**config.mk**
```make
export PLATFORM = sky130hd
export DESIGN_NAME = upc_breakpoint_ctl
export DESIGN_NICKNAME = d
export VERILOG_FILES = /design/src/rtl/upc_breakpoint_ctl_pkg.sv /design/src/rtl/upc_breakpoint_ctl_eq6.sv /design/src/rtl/upc_breakpoint_ctl.sv
export SDC_FILE = /design/constraint.sdc
export NUM_CORES = 1
export LEC_CHECK = 0
export ABC_AREA = 0
export CAP_MARGIN = 10
export CORE_MARGIN = 2
export CORE_UTILIZATION = 45
export CTS_CLUSTER_DIAMETER = 30
export DETAILED_ROUTE_END_ITERATION = 8
export PLACE_DENSITY = 0.71
export RECOVER_POWER = 100
export SLEW_MARGIN = 30
export SYNTH_ARGS = -nofsm -noshare
export SYNTH_HDL_FRONTEND = slang
export SYNTH_HIERARCHICAL = 1
export SYNTH_SLANG_ARGS = --single-unit
```
**constraint.sdc**
```tcl
create_clock -name clk -period 2.7 [get_ports clk]
set_input_delay 0.405 -clock clk [delete_from_list [all_inputs] [get_ports clk]]
set_output_delay 0.405 -clock clk [all_outputs]
set_load 0.1 [all_outputs]
```
**src/rtl/upc_breakpoint_ctl_pkg.sv**
```systemverilog
// upc_breakpoint_ctl_pkg
// Shared definitions for the micro-PC breakpoint controller:
//   - breakpoint FSM state encoding (bp_state_e)
//   - bit positions of the spy control strobe word
//   - default address / counter widths
//   - slice-count helper for the 6-bit compare array
package upc_breakpoint_ctl_pkg;

    localparam int ADDR_W_DEF = 14;
    localparam int CNT_W_DEF  = 8;

    // Width of one equality slice in the address comparator.
    localparam int SLICE_W = 6;

    typedef enum logic [1:0] {
        BP_DISARMED = 2'd0,
        BP_ARMED    = 2'd1,
        BP_HALT     = 2'd2
    } bp_state_e;

    // Bit positions inside spy_data when spy_wr_ctl is strobed.
    localparam int CTL_ARM    = 0;
    localparam int CTL_DISARM = 1;
    localparam int CTL_CLR    = 2;
    localparam int CTL_AUTO   = 3;

    // Number of 6-bit slices needed to cover an address of width w.
    function automatic int num_slices(input int w);
        return (w + SLICE_W - 1) / SLICE_W;
    endfunction

endpackage

```
**src/rtl/upc_breakpoint_ctl_eq6.sv**
```systemverilog
// bp_eq6
// One 6-bit enabled equality slice of the breakpoint address comparator.
// Ports:
//   enb_i  in  1  slice enable (breakpoint armed and micro-PC valid)
//   a_i    in  6  micro-PC slice
//   b_i    in  6  breakpoint address slice
//   eq_o   out 1  enb_i & (a_i == b_i)
module bp_eq6 (
    input  logic       enb_i,
    input  logic [5:0] a_i,
    input  logic [5:0] b_i,
    output logic       eq_o
);

    assign eq_o = enb_i & (a_i == b_i);

endmodule

```
**src/rtl/upc_breakpoint_ctl.sv**
```systemverilog
// upc_breakpoint_ctl
// Micro-PC breakpoint controller on the spy/debug path. Compares the issued
// micro-PC against a spy-programmed breakpoint address, lets a programmable
// number of matches pass, then raises a halt request held until acknowledged.
//
// State table
//   state       | meaning
//   ------------+---------------------------------------------------------
//   BP_DISARMED | comparator disabled, no halt pending (encoding 3 too)
//   BP_ARMED    | comparing; matches decrement pass count, halt at zero
//   BP_HALT     | halt_req asserted, comparator disabled, waiting halt_ack
//
// Ports:
//   clk           in   1       system clock
//   reset_n       in   1       synchronous reset, active low
//   spy_data      in   16      spy write data
//   spy_wr_addr   in   1       load breakpoint address from spy_data
//   spy_wr_count  in   1       load pass-reload value from spy_data
//   spy_wr_ctl    in   1       control strobe (arm/disarm/clear/auto-rearm)
//   upc           in   ADDR_W  current micro-PC
//   upc_valid     in   1       upc issued this cycle
//   halt_ack      in   1       processor has stopped (pulse)
//   halt_req      out  1       registered halt request
//   bp_state      out  2       0 DISARMED, 1 ARMED, 2 HALT
//   captured_upc  out  ADDR_W  micro-PC that caused the halt
//   match_tally   out  CNT_W   saturating count of qualified matches
//   bp_match      out  1       combinational qualified match, for trace
module upc_breakpoint_ctl
    import upc_breakpoint_ctl_pkg::*;
#(
    parameter int ADDR_W = ADDR_W_DEF,
    parameter int CNT_W  = CNT_W_DEF
) (
    input  logic              clk,
    input  logic              reset_n,
    input  logic [15:0]       spy_data,
    input  logic              spy_wr_addr,
    input  logic              spy_wr_count,
    input  logic              spy_wr_ctl,
    input  logic [ADDR_W-1:0] upc,
    input  logic              upc_valid,
    input  logic              halt_ack,
    output logic              halt_req,
    output logic [1:0]        bp_state,
    output logic [ADDR_W-1:0] captured_upc,
    output logic [CNT_W-1:0]  match_tally,
    output logic              bp_match
);

    localparam int NSL   = num_slices(ADDR_W);
    localparam int PAD_W = NSL * SLICE_W;

    bp_state_e         state_q, state_d;
    logic [ADDR_W-1:0] bp_addr_q, bp_addr_d;
    logic [CNT_W-1:0]  pass_reload_q, pass_reload_d;
    logic [CNT_W-1:0]  pass_cnt_q, pass_cnt_d;
    logic              auto_rearm_q, auto_rearm_d;
    logic              halt_req_q, halt_req_d;
    logic [ADDR_W-1:0] captured_q, captured_d;
    logic [CNT_W-1:0]  tally_q, tally_d;

    // Spy data bits above the widest field are never consumed.
    logic unused_spy_bits;
    assign unused_spy_bits = ^spy_data;

    // ------------------------------------------------------------------
    // Sliced comparator. Both operands are zero-padded so the unused top
    // bits of the last slice always compare equal.
    // ------------------------------------------------------------------
    logic [PAD_W-1:0] upc_pad;
    logic [PAD_W-1:0] bp_pad;
    logic [NSL-1:0]   slice_eq;
    logic             slice_enb;

    assign upc_pad   = PAD_W'(upc);
    assign bp_pad    = PAD_W'(bp_addr_q);
    assign slice_enb = (state_q == BP_ARMED) & upc_valid;

    for (genvar i = 0; i < NSL; i++) begin : g_slice
        bp_eq6 u_eq (
            .enb_i (slice_enb),
            .a_i   (upc_pad[i*SLICE_W +: SLICE_W]),
            .b_i   (bp_pad[i*SLICE_W +: SLICE_W]),
            .eq_o  (slice_eq[i])
        );
    end

    // Every slice is gated by the same enable, so the AND is already
    // qualified by ARMED & upc_valid.
    assign bp_match = &slice_eq;

    // A disarm strobe in the same cycle suppresses the match entirely:
    // no halt, no tally increment, no pass-count movement.
    logic ctl_disarm;
    logic ctl_arm;
    logic match_go;

    assign ctl_disarm = spy_wr_ctl & spy_data[CTL_DISARM];
    assign ctl_arm    = spy_wr_ctl & spy_data[CTL_ARM] & ~spy_data[CTL_DISARM];
    assign match_go   = bp_match & ~ctl_disarm;

    // ------------------------------------------------------------------
    // Next-state logic
    // ------------------------------------------------------------------
    always_comb begin
        state_d       = state_q;
        bp_addr_d     = bp_addr_q;
        pass_reload_d = pass_reload_q;
        pass_cnt_d    = pass_cnt_q;
        auto_rearm_d  = auto_rearm_q;
        halt_req_d    = halt_req_q;
        captured_d    = captured_q;
        tally_d       = tally_q;

        case (state_q)
            BP_ARMED: begin
                if (match_go) begin
                    if (tally_q != '1) begin
                        tally_d = tally_q + CNT_W'(1);
                    end
                    if (pass_cnt_q != '0) begin
                        pass_cnt_d = pass_cnt_q - CNT_W'(1);
                    end else begin
                        state_d    = BP_HALT;
                        halt_req_d = 1'b1;
                        captured_d = upc;
                    end
                end
            end
            BP_HALT: begin
                if (halt_ack) begin
                    halt_req_d = 1'b0;
                    if (auto_rearm_q) begin
                        state_d    = BP_ARMED;
                        pass_cnt_d = pass_reload_q;
                    end else begin
                        state_d = BP_DISARMED;
                    end
                end
            end
            default: begin
                // Covers DISARMED and the unreachable encoding 3.
                state_d = BP_DISARMED;
            end
        endcase

        // Spy control writes override the FSM. halt_req only ever stays
        // high while the state is HALT, so arm/disarm both drop it.
        if (spy_wr_ctl) begin
            auto_rearm_d = spy_data[CTL_AUTO];
            if (ctl_disarm) begin
                state_d    = BP_DISARMED;
                halt_req_d = 1'b0;
            end else if (ctl_arm) begin
                state_d    = BP_ARMED;
                halt_req_d = 1'b0;
                pass_cnt_d = pass_reload_q;
            end
            if (spy_data[CTL_CLR]) begin
                tally_d = '0;
            end
        end

        if (spy_wr_addr) begin
            bp_addr_d = spy_data[ADDR_W-1:0];
        end
        if (spy_wr_count) begin
            pass_reload_d = spy_data[CNT_W-1:0];
        end
    end

    // ------------------------------------------------------------------
    // State registers
    // ------------------------------------------------------------------
    always_ff @(posedge clk) begin
        if (!reset_n) begin
            state_q       <= BP_DISARMED;
            bp_addr_q     <= '0;
            pass_reload_q <= '0;
            pass_cnt_q    <= '0;
            auto_rearm_q  <= 1'b0;
            halt_req_q    <= 1'b0;
            captured_q    <= '0;
            tally_q       <= '0;
        end else begin
            state_q       <= state_d;
            bp_addr_q     <= bp_addr_d;
            pass_reload_q <= pass_reload_d;
            pass_cnt_q    <= pass_cnt_d;
            auto_rearm_q  <= auto_rearm_d;
            halt_req_q    <= halt_req_d;
            captured_q    <= captured_d;
            tally_q       <= tally_d;
        end
    end

    assign halt_req     = halt_req_q;
    assign bp_state     = state_q;
    assign captured_upc = captured_q;
    assign match_tally  = tally_q;

endmodule

```
# Word-level counts from Yosys, hierarchy flattened
# Index checks and enable logic that the tools add are counted.
# classes
bitwise,11
n_addsub,2
n_eq_ne,6
mux,28
n_reduce_logical,3
# op_table
operator,n
2-to-1 mux 8 bit,12
one-hot mux 8 bit (2 select lines),1
== test 6 bit,2
2-to-1 mux 2 bit,6
"adder 8 x 1 -> 8 bit, second input constant",1
bitwise AND 1 bit,8
"!= test 8 bit, second input constant",1
nonzero test 8 bit,1
"subtractor 8 x 1 -> 8 bit, second input constant",1
2-to-1 mux 1 bit,7
AND reduction 3 bit,2
one-hot mux 2 bit (2 select lines),1
NOT 1 bit,3
"== test 2 x 1 -> 1 bit, second input constant",1
== test 2 bit,1
"== test 2 bit, second input constant",1
one-hot mux 1 bit (2 select lines),1
# word_totals
ff_bits,56
output_inout_bits,26
input_bits,37

# Longest topological paths before layout
# Gate-level depths: netlist (run 1).
# depth
depth_word,10
depth_mapped,13
mapped_depth_nobuf,10

# Hierarchy
# The synthesis (run 1) kept the hierarchy.
# modules_own_cells
mod,instances,cells_each,area_each_um2
upc_breakpoint_ctl,1,294,2672.6
bp_eq6,3,8,71.3

# Least setup slack after synthesis (run 1)
# No wires, ideal clock.
# synth_path
path_type,flip-flop to flip-flop
from,"register state_q[0], in the netlist bp_state[0]"
to,"register tally_q[3], in the netlist match_tally[3]"
period_less_slack_ps,3481
setup_slack_ps,-781
n_path_buf,2
setup_time_ps,71
path_stages_with_launch,12
required_ps,2629
t_arrival_ps,3410
cell_sequence,dfxtp_1 > ha_1 > clkbuf_1 > and2_1 > nand4_1 > nor4_2 > nand3_1 > inv_1 > buf_2 > o211ai_2 > or3_1 > a21oi_1
# synth_via
elab_chain_len,9
word_cells_on_any_way,11
# synth_rtl
item,line,text
"start, declared",upc_breakpoint_ctl.sv:53,"bp_state_e state_q, state_d;"
"start signal, assigned",upc_breakpoint_ctl.sv:186,state_q <= state_d;
== test 2 x 1 -> 1 bit (*),upc_breakpoint_ctl.sv:77,assign slice_enb = (state_q == BP_ARMED) & upc_valid;
bitwise AND 1 bit (*),upc_breakpoint_ctl.sv:77,
net slice_enb,upc_breakpoint_ctl.sv:73,logic slice_enb;
bitwise AND 1 bit (*),upc_breakpoint_ctl_eq6.sv:15,assign eq_o = enb_i & (a_i == b_i);
net slice_eq[1],upc_breakpoint_ctl.sv:72,logic [NSL-1:0] slice_eq;
AND reduction 3 bit (*),upc_breakpoint_ctl.sv:90,assign bp_match = &slice_eq;
net bp_match,upc_breakpoint_ctl.sv:47,output logic bp_match
bitwise AND 1 bit (*),upc_breakpoint_ctl.sv:100,assign match_go = bp_match & ~ctl_disarm;
2-to-1 mux 8 bit (*),upc_breakpoint_ctl.sv:117,if (match_go) begin
2-to-1 mux 8 bit (*),upc_breakpoint_ctl.sv:115,case (state_q)
2-to-1 mux 8 bit,upc_breakpoint_ctl.sv:159,if (spy_data[CTL_CLR]) begin
2-to-1 mux 8 bit (*),upc_breakpoint_ctl.sv:149,if (spy_wr_ctl) begin
"end signal, assigned",upc_breakpoint_ctl.sv:193,tally_q <= tally_d;
"end, declared",upc_breakpoint_ctl.sv:60,"logic [CNT_W-1:0] tally_q, tally_d;"
# Mark *: on every way through the listed nets, which the timed path passes. The rest lies on a longest branch.
# A chain may end at the register's enable or synchronous reset.

# Final worst setup path (run 1)
# layout_path
from,"register state_q[1], in the netlist bp_state[1]"
to,output bp_match
# layout_via
elab_chain_len,4
word_cells_on_any_way,6
# layout_rtl
item,line
== test 2 x 1 -> 1 bit,upc_breakpoint_ctl.sv:77
bitwise AND 1 bit,upc_breakpoint_ctl.sv:77
net slice_enb,upc_breakpoint_ctl.sv:73
bitwise AND 1 bit,upc_breakpoint_ctl_eq6.sv:15
net slice_eq[2],upc_breakpoint_ctl.sv:72
AND reduction 3 bit,upc_breakpoint_ctl.sv:90
"end, declared",upc_breakpoint_ctl.sv:47
# The timed path passes the listed nets, and every way through them passes these cells.

==> flow_metrics.env, run 1 <==
export IMPL_outcome="finished, final reports clean"
export IMPL_crit_path_end_kind="output pin"
export IMPL_maxCapViolCount=0
export IMPL_grt_usage=0.191
export IMPL_antenna_left=0
export IMPL_wirelength_um=6790
export IMPL_ys_seq_area_frac=0.388
export IMPL_antenna_found_initial=0
export IMPL_ctsResizeCount=0
export IMPL_synth_area_leaders="dfxtp_1, mux2i_1, nor2_1"
export IMPL_drc=0
export IMPL_cts_buffers=5
export IMPL_arrival_ns=2.14
export IMPL_rsz0062_at_grt="no"
export IMPL_via_per_inst=5.31
export IMPL_place_congestion=0.868
export IMPL_final_util=0.571
export IMPL_synth_top_cell_area_share=0.388
export IMPL_ir_worst_vdd_v=0.000252
export IMPL_pwr_density_cell_nw_per_um2=458
export IMPL_cts_tree="yes"
export IMPL_vias=2490
export IMPL_nNetsFinal=432
export IMPL_crit_type="reg -> out"
export IMPL_worstSkewPairLatency_ns=0.31
export IMPL_start_util=0.460
export IMPL_power_leakage_nw=1.48
export IMPL_yosys_area_top_type="dfxtp_1"
export IMPL_dr_first_iter_drc_count=152
export IMPL_async_flop_share=0
export IMPL_yosys_top_cells_count="dfxtp_1, nor2_1, mux2i_1"
export IMPL_synth_edf_count=0
export IMPL_wl_per_cell_um=14.5
export IMPL_grt_max_degree=22
export IMPL_num_antenna_cells=0
export IMPL_clockBufferDepth=2
export IMPL_fin_crit_sh=0.944
export IMPL_tightest_slew_ns=1.19
export IMPL_rows=29
export IMPL_dr_pass1_iters=4
export IMPL_dieHeight_um=84.1
export IMPL_postCtsHoldBufs=0
export IMPL_final_setup_skew_ns=0.00622
export IMPL_clkTransAtPathRegs_ns=0.10
export IMPL_postCtsSetupRepairBufs=0
export IMPL_synthCells=318
export IMPL_synth_most_common_cell="dfxtp_1"
export IMPL_grt_overflow_total=0
export IMPL_slew_headroom=0.211
export IMPL_fin_tns_setup_ns=0
export IMPL_ys_ff_latch=56
export IMPL_root_buffer="clkbuf_8"
export IMPL_grt_pass1_wl_um=11000
export IMPL_yosysWarnings=6
export IMPL_setup_viol=0
export IMPL_ioPinCount=63
export IMPL_area_delta_synth_final_pct=24.2
export IMPL_synth_area_um2=2890
export IMPL_h_tree_depth=2
export IMPL_period_needed_ns=2.55
export IMPL_hold_class="reg -> reg"
export IMPL_cp_max_fo=4
export IMPL_drive_gt1_frac=0.0893
export IMPL_dp_hpwl_um=5090
export IMPL_port_buffers=60
export IMPL_avgSynthCellArea_um2=9.08
export IMPL_cts_sinks=56
export IMPL_worstSetupStartpointType="register"
export IMPL_die_w_um=84.1
export IMPL_required_ns=2.30
export IMPL_dieArea_um2=7070
export IMPL_ys_types=56
export IMPL_synth_flop_cell="dfxtp_1"
export IMPL_hold_viol_final=0
export IMPL_first_global_vias=2333
export IMPL_fp_coreArea_um2=6280
export IMPL_slew_viol_final=0
export IMPL_fmax_mhz=392
worst paths after layout:
kind | from | endpoint | slack, ns | cells past startpoint
max | bp_state[1] | bp_match | 0.15 | 10
min | halt_req | halt_req | 0.47 | 1
max reg2reg | bp_state[1] | pass_cnt_q[0] | 0.16 | 11
min reg2reg | halt_req | halt_req | 0.47 | 1
kinds of logic (layout without fill, tap and decap cells):
logic type	Yosys count	count (layout)	synth area share
mux	43	43	0.149
flops	56	56	0.388
xor+xnor	20	20	0.0607
fa+ha+maj	4	4	0.0173
simple gates	113	113	0.210
compound gates	53	53	0.132
buf+inv	28	95	0.0412
other cells	1	8	0.00130
cells in the final DEF (no fill, tap or decap), types with 3 or more instances in the layout:
| cell type | synthesis | routed |
|---|---|---|
| clkbuf_8 | 0 | 6 |
| nand4_1 | 6 | 7 |
| conb_1 | 1 | 8 |
| clkdlybuf4s50_1 | 0 | 33 |
| nand2_1 | 15 | 15 |
| clkbuf_1 | 10 | 31 |
| a21oi_1 | 10 | 10 |
| nor2_1 | 51 | 51 |
| nand3_1 | 9 | 8 |
| o21ai_0 | 13 | 13 |
| a32oi_1 | 3 | 3 |
| ha_1 | 4 | 4 |
| xnor2_1 | 9 | 9 |
| inv_1 | 11 | 10 |
| nor3_1 | 4 | 4 |
| mux2i_1 | 43 | 43 |
| nor4_2 | 3 | 3 |
| nand2b_1 | 3 | 3 |
| xor2_1 | 11 | 11 |
| dfxtp_1 | 56 | 54 |
| buf_4 | 0 | 7 |
sequential cells by signal, summed over array words and instances (netlist names):
signal	count
auto_rearm_q	1
bp_addr_q	14
bp_state	2
captured_upc	14
halt_req	1
match_tally	8
pass_cnt_q	8
pass_reload_q	8
report_power, final:
part	switching [W]	internal, W	total [W]
logic	0.0000895	0.0000996	0.000189
registers	0.0000224	0.000849	0.000871
clock network	0.000278	0.000304	0.000582
routing by layer:
metal | global-route usage | up-vias | part of all wire
met4 | 0.0645 | 0 | 0.016
met1 | 0.237 | 1176 | 0.46
met2 | 0.329 | 50 | 0.49
met5 | 0 | - | 0
li1 | - | 1256 | -
met3 | 0.0356 | 8 | 0.037
worst max-delay path, cell delays in order (launching register included):
cell and delay [ns]:
dfxtp_2 0.34, inv_1 0.05, ha_1 0.15, and2_1 0.25
nand4_1 0.14, nor4_2 0.23, nand3_2 0.16, inv_2 0.11
buf_4 0.12, buf_4 0.11, buf_12 0.16
stage by stage:
stage	cells	power, W	setup slack (ns)	area [um^2]	hold slack (ns)
floorplan	325	0.000993	0.0417	2920	0.461
global route	469	0.00171	0.0245	3590	0.496
finish	469	0.00164	0.152	3590	0.475
detailed placement	461	0.00108	0.0263	3620	0.456
global placement	461	0.00108	0.0537	3620	0.456
CTS	469	0.00165	0.0158	3740	0.479
area by class of cell:
cell class | instances | area, um^2
Inverter | 11 | 41.3
Clock inverter | 2 | 38.8
Multi-Input combinational cell | 241 | 1650
Fill cell | 606 | 2690
Sequential cell | 56 | 1130
Timing Repair Buffer | 76 | 549
Clock buffer | 6 | 82.6
Tap cell | 77 | 96.3
(Power assumes the default switching activity.)
==> run 2: changes to the inputs <==
--- a/config.mk
+++ b/config.mk
@@ -11,10 +11,11 @@
 export CORE_UTILIZATION = 45
 export CTS_CLUSTER_DIAMETER = 30
 export DETAILED_ROUTE_END_ITERATION = 8
+export MAX_ROUTING_LAYER = met4
 export PLACE_DENSITY = 0.71
 export RECOVER_POWER = 100
+export SETUP_SLACK_MARGIN = 0.2
 export SLEW_MARGIN = 30
 export SYNTH_ARGS = -nofsm -noshare
 export SYNTH_HDL_FRONTEND = slang
-export SYNTH_HIERARCHICAL = 1
 export SYNTH_SLANG_ARGS = --single-unit
==> flow_metrics.env, run 2 <==
export IMPL_outcome="finished, final reports clean"
export IMPL_rsz0062_at_grt="yes"
export IMPL_dr_first_iter_drc_count=151
export IMPL_synth_fp_nets=367
export IMPL_period_needed_ns=2.52
export IMPL_dp_cells=466
export IMPL_async_flop_share=0
export IMPL_power_total_w=0.00166
export IMPL_yosys_top_cells_count="dfxtp_1, nand2_1, mux2i_1, nor2b_1, nor2_1"
export IMPL_start_util=0.460
export IMPL_dp_hpwl_um=5150
export IMPL_maxCapViolCount=0
export IMPL_cp_max_fo=3
export IMPL_root_buffer="clkbuf_8"
export IMPL_dieArea_um2=7030
export IMPL_clkTransAtPathRegs_ns=0.11
export IMPL_required_ns=2.30
export IMPL_first_global_vias=2416
export IMPL_path_delay_family="buffers and inverters"
export IMPL_ys_types=44
export IMPL_synth_area_um2=2870
export IMPL_rows=29
export IMPL_wl_met2_um=3380
export IMPL_dr_max_layer_used="met4"
export IMPL_synth_area_leaders="dfxtp_1, mux2i_1, nand2_1"
export IMPL_synth_most_common_cell="dfxtp_1"
export IMPL_cpPeakStageDelay_ns=0.52
export IMPL_slew_viol_final=0
export IMPL_ioPinCount=63
export IMPL_drive_gt1_frac=0.106
export IMPL_wl_per_cell_um=14.3
export IMPL_avgSynthCellArea_um2=8.82
export IMPL_r2r_start="bp_state[1]"
export IMPL_area_delta_synth_final_pct=27.1
export IMPL_power_leakage_nw=1.36
export IMPL_synth_flop_cell="dfxtp_1"
export IMPL_dieHeight_um=83.8
export IMPL_hold_start="upc[10]"
export IMPL_via_per_inst=5.30
export IMPL_h_tree_depth=2
export IMPL_fp_coreArea_um2=6240
export IMPL_port_buffers=60
export IMPL_synth_top_cell_area_share=0.391
export IMPL_yosys_area_top_type="dfxtp_1"
export IMPL_ys_seq_area_frac=0.391
export IMPL_grt_overflow_total=0
export IMPL_fmax_mhz=397
export IMPL_hold_viol_final=0
export IMPL_slew_headroom=0.212
export IMPL_final_setup_skew_ns=0.00657
export IMPL_antenna_left=0
export IMPL_dr_wl_met3_um=334
export IMPL_hold_class="in -> reg"
export IMPL_ir_worst_vdd_v=0.000262
export IMPL_wl_met1_um=2980
export IMPL_yosysWarnings=0
export IMPL_drc=0
export IMPL_num_antenna_cells=0
export IMPL_worstSetupStartpointType="input pin"
export IMPL_pwr_density_cell_nw_per_um2=456
export IMPL_nNetsFinal=439
export IMPL_crit_slowest_cell="clkdlybuf4s50_1"
export IMPL_setup_viol=0
export IMPL_fin_crit_sh=0.932
export IMPL_tightest_slew_ns=1.19
export IMPL_crit_path_end_kind="output pin"
export IMPL_die_w_um=83.8
export IMPL_crit_type="in -> out"
export IMPL_cts_tree="yes"
export IMPL_dr_pass1_iters=5
export IMPL_cts_sinks=56
export IMPL_postCtsHoldBufs=0
export IMPL_cts_buffers=5
export IMPL_wirelength_um=6810
export IMPL_synthCells=325
export IMPL_holdWs_ns=0.419
export IMPL_vias=2519
export IMPL_grt_max_degree=44
export IMPL_grt_pass1_wl_um=11400
export IMPL_grt_usage=0.204
export IMPL_final_cells=475
export IMPL_place_congestion=0.845
export IMPL_crit_buf_inv=2
export IMPL_clockBufferDepth=2
export IMPL_fillCellCount=619
export IMPL_antenna_found_initial=0
export IMPL_cp_cell_sequence="clkdlybuf4s50_1, xnor2_1, nand4_1, or4_4, nor3_4, clkbuf_4"
export IMPL_final_common_cell="dfxtp_1"
export IMPL_final_cell_mix="dfxtp_1, nand2_1, clkbuf_1"
export IMPL_arrival_ns=2.11
export IMPL_synth_edf_count=0
export IMPL_ys_ff_latch=56
export IMPL_worstSkewPairLatency_ns=0.31
export IMPL_crit_start="upc[4]"
==> run 2: changes by cell type after synthesis, sizes merged, moves of 5 or more <==
cell    delta
nor2b     +23
nand2     +37
a21boi    +12
a22o       +5
mux2i     -18
nand4      -5
o21ai      -6
nor2      -30
==> run 2: cells by family (layout without fill, tap and decap cells) <==
family / count (synthesis) / after routing / synth area share
XOR/XNOR: 20 / 20 / 0.0611
AND/OR/NAND/NOR: 143 / 143 / 0.270
multiplexers: 26 / 26 / 0.0912
flip-flops: 56 / 56 / 0.391
adder cells (fa/ha/maj): 5 / 5 / 0.0218
buffers and inverters: 23 / 96 / 0.0362
AO/OA/AOI/OAI: 52 / 52 / 0.129
==> run 2: worst reg2reg max path, cell delays in order (launching register included) <==
cell and delay (ns):
dfxtp_4 0.37, inv_1 0.08, ha_4 0.16, nand2_1 0.07, or4_4 0.42, or4b_1 0.57
buf_8 0.18, nor4b_2 0.29, xnor2_1 0.15, nor2_1 0.06
==> run 2: final timing paths <==
path | endpoint | slack [ns] | depth (start not counted)
worst min-delay path | captured_upc[10] | 0.42 | 3
worst min register to register | captured_upc[9] | 0.47 | 2
worst max-delay path | bp_match | 0.18 | 6
worst max register to register | match_tally[4] | 0.25 | 9
==> run 2: final cells by class <==
class / count / area (um^2) / share of cell area
multi-input combinational: 246 / 1690 / 0.464
sequential: 56 / 1130 / 0.310
timing repair buffer: 80 / 584 / 0.160
tap: 77 / 96.3 / 0.0264
clock buffer: 5 / 68.8 / 0.0189
clock inverter: 3 / 45.0 / 0.0124
inverter: 8 / 30.0 / 0.00824
==> run 2: stage by stage <==
| stage | utilization | setup WS [ns] | setup TNS [ns] | cell area (um^2) |
|---|---|---|---|---|
| CTS | 0.601 | 0.213 | 0 | 3750 |
| global route | 0.584 | 0.109 | 0 | 3640 |
| finish | 0.584 | 0.183 | 0 | 3640 |
| floorplan | - | 0.244 | 0 | 2910 |
| global placement | 0.581 | -0.187 | -1.02 | 3620 |
| detailed placement | 0.581 | -0.241 | -1.22 | 3620 |
==> run 2: per-layer routing <==
| metal | up-vias | GRT usage |
|---|---|---|
| met2 | 74 | 0.337 |
| met4 | 0 | 0.0587 |
| met1 | 1165 | 0.255 |
| li1 | 1270 | - |
| met5 | - | - |
| met3 | 10 | 0.0386 |
==> run 2: where the power goes <==
group | switching (W) | internal (W)
clock | 0.000296 | 0.000281
combinational | 0.000101 | 0.000115
sequential | 0.0000226 | 0.000848
==> run 2: what timing repair did <==
item                       CTS  global route
setup buffers                0             1
pin swaps                    2             1
setup endpoints to repair    7            11
resized for setup            9             6
